**src/rtl/cla_nibble_sequencer_if.sv**
```systemverilog
// Requester-side bundle for the nibble sequencer: operand request channel and
// result channel, each with a valid/ready handshake.
interface cla_nibble_sequencer_if #(
    parameter int NIBBLES = 4
) ();
    localparam int WIDTH = 4 * NIBBLES;

    logic             in_valid;
    logic             in_ready;
    logic [WIDTH-1:0] a;
    logic [WIDTH-1:0] b;
    logic             sub;
    logic             cin_in;
    logic             out_valid;
    logic             out_ready;
    logic [WIDTH-1:0] sum;
    logic             carry_out;

    modport master (
        output in_valid, a, b, sub, cin_in, out_ready,
        input  in_ready, out_valid, sum, carry_out
    );

    modport slave (
        input  in_valid, a, b, sub, cin_in, out_ready,
        output in_ready, out_valid, sum, carry_out
    );
endinterface

```
**src/rtl/cla_nibble_sequencer.sv**
```systemverilog
// WIDTH-bit add/subtract built by streaming nibbles through one external registered
// 4-bit CLA adder. Optional signed-overflow output under CLA_SEQ_OVERFLOW_FLAG_EN.
module cla_nibble_sequencer #(
    parameter int NIBBLES = 4
) (
    input  logic                 clk,
    input  logic                 rst,
    cla_nibble_sequencer_if.slave bus,
    output logic                 busy,
    output logic [3:0]           add_x,
    output logic [3:0]           add_y,
    output logic                 add_cin,
    input  logic [3:0]           add_z,
    input  logic                 add_cout
`ifdef CLA_SEQ_OVERFLOW_FLAG_EN
    ,
    output logic                 overflow
`endif
);
    localparam int WIDTH = 4 * NIBBLES;
    localparam int IDX_W = (NIBBLES > 1) ? $clog2(NIBBLES) : 1;
    localparam logic [IDX_W-1:0] LAST_IDX = IDX_W'(NIBBLES - 1);

    typedef enum logic [1:0] {
        S_IDLE,
        S_RUN,
        S_DRAIN,
        S_DONE
    } state_t;

    state_t           r_state;
    state_t           w_state_next;
    logic [IDX_W-1:0] r_idx;
    logic [WIDTH-1:0] r_a;
    logic [WIDTH-1:0] r_beff;
    logic             r_cin0;
    logic [WIDTH-1:0] r_sum;
    logic             r_carry;
    logic [3:0]       w_a_nib [NIBBLES];
    logic [3:0]       w_b_nib [NIBBLES];

    genvar gi;
    generate
        for (gi = 0; gi < NIBBLES; gi++) begin : g_nib
            assign w_a_nib[gi] = r_a[4*gi +: 4];
            assign w_b_nib[gi] = r_beff[4*gi +: 4];
        end
    endgenerate

    assign bus.in_ready  = (r_state == S_IDLE);
    assign bus.out_valid = (r_state == S_DONE);
    assign bus.sum       = r_sum;
    assign bus.carry_out = r_carry;
    assign busy          = (r_state == S_RUN) || (r_state == S_DRAIN);

    always_comb begin
        w_state_next = r_state;
        case (r_state)
            S_IDLE:  if (bus.in_valid) w_state_next = S_RUN;
            S_RUN:   if (r_idx == LAST_IDX) w_state_next = S_DRAIN;
            S_DRAIN: w_state_next = S_DONE;
            S_DONE:  if (bus.out_ready) w_state_next = S_IDLE;
            default: w_state_next = S_IDLE;
        endcase
    end

    // After the first issue the adder's registered cout is exactly the carry into
    // the nibble being issued now, so it is passed straight through.
    always_comb begin
        add_x   = 4'h0;
        add_y   = 4'h0;
        add_cin = 1'b0;
        if (r_state == S_RUN) begin
            add_x   = w_a_nib[r_idx];
            add_y   = w_b_nib[r_idx];
            add_cin = (r_idx == '0) ? r_cin0 : add_cout;
        end
    end

`ifdef CLA_SEQ_OVERFLOW_FLAG_EN
    logic r_overflow;
    assign overflow = r_overflow;
`endif

    always_ff @(posedge clk) begin
        if (rst) begin
            r_state <= S_IDLE;
            r_idx   <= '0;
            r_a     <= '0;
            r_beff  <= '0;
            r_cin0  <= 1'b0;
            r_sum   <= '0;
            r_carry <= 1'b0;
`ifdef CLA_SEQ_OVERFLOW_FLAG_EN
            r_overflow <= 1'b0;
`endif
        end else begin
            r_state <= w_state_next;
            case (r_state)
                S_IDLE: begin
                    if (bus.in_valid) begin
                        r_a    <= bus.a;
                        r_beff <= bus.sub ? ~bus.b : bus.b;
                        r_cin0 <= bus.sub | bus.cin_in;
                        r_idx  <= '0;
                    end
                end
                S_RUN: begin
                    // Result of the previous issue lands one nibble behind r_idx.
                    for (int n = 1; n < NIBBLES; n++) begin
                        if (r_idx == IDX_W'(n)) r_sum[4*(n-1) +: 4] <= add_z;
                    end
                    r_idx <= (r_idx == LAST_IDX) ? '0 : r_idx + IDX_W'(1);
                end
                S_DRAIN: begin
                    r_sum[WIDTH-4 +: 4] <= add_z;
                    r_carry             <= add_cout;
`ifdef CLA_SEQ_OVERFLOW_FLAG_EN
                    r_overflow <= (r_a[WIDTH-1] == r_beff[WIDTH-1]) &&
                                  (add_z[3] != r_a[WIDTH-1]);
`endif
                end
                default: ;
            endcase
        end
    end
endmodule

```
**src/flat_wrapper.sv**
```systemverilog
// flat-port wrapper written by rule: the top's interface ports become plain ports
module cla_nibble_sequencer_flat 
#(
    parameter int NIBBLES = 4
)
  (clk, rst, busy, add_x, add_y, add_cin, add_z, add_cout, bus_in_valid, bus_a, bus_b, bus_sub, bus_cin_in, bus_out_ready, bus_in_ready, bus_out_valid, bus_sum, bus_carry_out);
  cla_nibble_sequencer_if #(.NIBBLES(NIBBLES)) bus_i ();
  input  logic clk;
  input  logic rst;
  output logic busy;
  output logic [3:0] add_x;
  output logic [3:0] add_y;
  output logic add_cin;
  input  logic [3:0] add_z;
  input  logic add_cout;
  input wire logic [$bits(bus_i.in_valid)-1:0] bus_in_valid;
  input wire logic [$bits(bus_i.a)-1:0] bus_a;
  input wire logic [$bits(bus_i.b)-1:0] bus_b;
  input wire logic [$bits(bus_i.sub)-1:0] bus_sub;
  input wire logic [$bits(bus_i.cin_in)-1:0] bus_cin_in;
  input wire logic [$bits(bus_i.out_ready)-1:0] bus_out_ready;
  output wire logic [$bits(bus_i.in_ready)-1:0] bus_in_ready;
  output wire logic [$bits(bus_i.out_valid)-1:0] bus_out_valid;
  output wire logic [$bits(bus_i.sum)-1:0] bus_sum;
  output wire logic [$bits(bus_i.carry_out)-1:0] bus_carry_out;
  assign bus_i.in_valid = bus_in_valid;
  assign bus_i.a = bus_a;
  assign bus_i.b = bus_b;
  assign bus_i.sub = bus_sub;
  assign bus_i.cin_in = bus_cin_in;
  assign bus_i.out_ready = bus_out_ready;
  assign bus_in_ready = bus_i.in_ready;
  assign bus_out_valid = bus_i.out_valid;
  assign bus_sum = bus_i.sum;
  assign bus_carry_out = bus_i.carry_out;
  cla_nibble_sequencer #(.NIBBLES(NIBBLES)) u_core (.clk(clk), .rst(rst), .bus(bus_i), .busy(busy), .add_x(add_x), .add_y(add_y), .add_cin(add_cin), .add_z(add_z), .add_cout(add_cout));
endmodule
```
**config.mk**
```make
export PLATFORM = sky130hd
export DESIGN_NAME = cla_nibble_sequencer_flat
export DESIGN_NICKNAME = d
export VERILOG_FILES = /design/src/rtl/cla_nibble_sequencer_if.sv /design/src/rtl/cla_nibble_sequencer.sv /design/src/flat_wrapper.sv
export SDC_FILE = /design/constraint.sdc
export NUM_CORES = 1
export LEC_CHECK = 0
export BUFFER_PORTS_ARGS = -buffer_cell sky130_fd_sc_hd__buf_4
export CAP_MARGIN = 30
export CORE_MARGIN = 5
export CORE_UTILIZATION = 51
export DETAILED_ROUTE_END_ITERATION = 7
export GPL_TIMING_DRIVEN = 0
export HOLD_SLACK_MARGIN = 0.12
export MAX_ROUTING_LAYER = met4
export PLACE_DENSITY = 0.79
export SYNTH_ARGS = -nofsm -noshare
export SYNTH_HDL_FRONTEND = slang
export SYNTH_SLANG_ARGS = --single-unit
```
**constraint.sdc**
```tcl
create_clock -name clk -period 1.79 [get_ports clk]
set_clock_uncertainty 0.05 [all_clocks]
set_input_delay 0.358 -clock clk [delete_from_list [all_inputs] [get_ports clk]]
set_output_delay 0.358 -clock clk [all_outputs]
set_load 0.1 [all_outputs]
```
==> impl_metrics.yaml <==
global_route:
  grt_usage_pct: 20.7
  grt_pass1_wl_mm: 9.84
  grt_overflow_total: 0
  grt_max_degree: 20
  grt_pass1_vias: 2135
  antenna_found_initial: 0
synth:
  synthDistinctLibCells: 27
  synth_top_area_share_pct: 43.7
  synth_nets: 324
  muxShareOfSynthArea_pct: 10.3
  yosys_warnings: 0
  synth_common_cells: "54 x dfxtp_1, 48 x nand2_1, 28 x a21oi_1"
  synth_compound_area_share_pct: 12.3
  yosysMostFrequentCell: "dfxtp_1"
  synth_top_family_by_area: "simple AND/OR/NAND/NOR gates"
  synthSimpleGateAreaFrac_pct: 18.1
  syn_area_per_cell_um2: 9.10
  synth_cells: 272
  yosys.area.top_type: "dfxtp_1"
  ys_seq_area_share_pct: 43.7
  synth-xor-area-share_pct: 5.66
  synth_edf_count: 0
  synth_flop_cell: "dfxtp_1"
  synthAdderAreaFrac_pct: 4.55
  synth_seq_cells: 54
  yosys-top-cells-area: "dfxtp_1 44%, nand2_1 7.3%, mux4_2 6.4%, a21oi_1 5.7%, xnor2_1 5.7%"
  syn-cell-area_um2: 2470
  synthArstFlopShare_pct: 0
drt:
  dr.pass1.iters: 4
  detail_route.iter0.violations: 135
  drc: 0
  routed_via_density: 5.12
  avgRoutedWirePerCell_um: 14.5
  wl_mm: 6.12
  ant_nets: 0
  vias: 2155
power:
  p_sw_uw: 2240
  leakage_uw: 0.00138
  ir_drop_uv: 789
  combinationalPowerShare_pct: 53.3
  powerDensity_nw_per_um2: 1510
  p_int_uw: 2980
  p_clk_share_pct: 15.6
  p_sw_share_pct: 43.0
  seqPwrFrac_pct: 31.0
cells_and_area:
  fin_nets: 405
  drive_gt1_share_pct: 34.2
  nFillCells: 355
  final_cells: 421
  num_antenna_cells: 0
  synthToLayoutAreaGrowth_pct: 39.9
  fin_util_pct: 73.3
clock_network:
  htree_levels: 2
  cts_buffer_depth: 2
  cts_buffers: 5
  root_buffer: "clkbuf_8"
  clk_latency_ns: 0.31
  clk_pin_slew_ns: 0.10
  cts_num_sinks: 54
  cts_tree: "done"
worst_setup_path:
  arrival_ns: 1.68
  crit_path_start_kind: "flip-flop"
  worstPathMaxFanout: 5
  cp-end-kind: "output pin"
  required_ns: 1.38
  critPathKind: "reg2out"
timing:
  period_needed_ns: 2.09
  rsz0062_at_grt: "true"
  finalSetupViolations: 9
  drv_slew: 0
  worst_pin_slew_ns: 0.528
  fmax_ghz: 0.478
  worst_slack_ns: -0.301
  final-hold-violation-count: 0
  post-route-period-util_pct: 117
  slew_headroom_pct: 64.8
  whs_ns: 0.234
place:
  portBuffers: 69
  hpwlAfterDp_mm: 4.34
  dp.cells: 408
  gp_congestion: 0.788
die:
  start_util_pct: 52.4
  io_pins: 72
  die_area_um2: 6350
  die_w_um: 79.7
  fp-row-count: 25
  design.core.area_um2: 4720
  die_y_um: 79.7
job:
  drv_cap: 0
worst_hold_path:
  hp-class: "in2reg"
run_status:
  status: "finished with violations"
  violations: "negative setup slack"
-- sequential cells by signal, summed over array words and instances, names as in the netlist --
name                  cells
u_core.r_cin0             1
u_core.bus.sum           16
u_core.r_state            2
u_core.r_idx              2
u_core.r_beff            16
u_core.bus.carry_out      1
u_core.r_a               16
-- timing repair --
item / CTS / global route
pin swaps: 4 / 1
hold buffers: 0 / 0
cloned: 0 / 1
setup endpoints to repair: 10 / 21
gates resized for setup: 47 / 13
endpoints found under the hold margin: 0 / 0
setup buffers: 2 / 3
-- metrics by stage --
step	total power, µW	TNS, ns	setup slack, ns	instance area, µm²
global placement	3970	-1.16	-0.138	3100
CTS	5060	-2.36	-0.315	3370
global route	5490	-2.85	-0.344	3460
finish	5220	-2.49	-0.301	3460
floorplan	3530	-0.0902	-0.0540	2500
detailed placement	4020	-1.12	-0.130	3100
-- path summary, 6_finish.rpt --
path | start | to | slack [ns] | depth (start not counted)
min reg2reg | u_core.r_a[9] | u_core.r_a[9] | 0.41 | 2
max | u_core.r_idx[0] | add_x[2] | -0.30 | 4
min | bus_a[4] | u_core.r_a[4] | 0.23 | 3
max reg2reg | u_core.r_idx[0] | u_core.r_state[1] | 0.15 | 6
-- power by group through the flow --
stage	clock (µW)	sequential, µW	combinational (µW)
2_1_floorplan	0	1800	1730
3_3_place_gp	0	1620	2360
3_5_place_dp	0	1630	2390
4_1_cts	814	1610	2640
5_1_grt	882	1650	2960
6_report	816	1620	2780
-- metal layers --
layer | wire length, µm | vias to the layer above | track usage [%]
met4 | 89 | 0 | 9.45
met1 | 2550 | 991 | 24.3
met2 | 3110 | 70 | 34.8
met5 | 0 | - | -
met3 | 367 | 11 | 3.27
li1 | - | 1083 | -
-- area by class of cell --
cell class              instances  area [µm²]  share of cell area (%)
well taps                      67        83.8                    2.42
clock buffers                   7        76.3                    2.20
plain buffers                  20         143                    4.12
repair buffers                 75         709                    20.5
multi-input cells             193        1310                    37.9
clock inverters                 1        30.0                   0.867
inverters                       4        20.0                   0.578
flip-flops and latches         54        1090                    31.4
-- critical path, cell delays in order, from the launching register on --
cell     delay [ns]
dfxtp_4        0.40
buf_12         0.13
mux4_2         0.50
and2_4         0.18
buf_12         0.16
-- kinds of logic after synthesis --
family / after synthesis
flops: 54
xor+xnor: 16
compound gates: 49
buf+inv: 25
mux: 15
fa+ha+maj: 9
simple gates: 104
-- cells in the final DEF (no fill, tap or decap), drive strengths merged, types with 2 or more instances in the layout --
cell type  instances
buf               89
dfxtp             54
nand2             48
a21oi             28
nor2              26
a211oi            17
xnor2             16
clkbuf            13
nand3             12
and2               9
ha                 9
mux4               8
mux2i              7
inv                4
nand2b             3
nor3               2
a32oi              2
nor2b              2
Note: power is estimated with default switching activity, not from simulation.
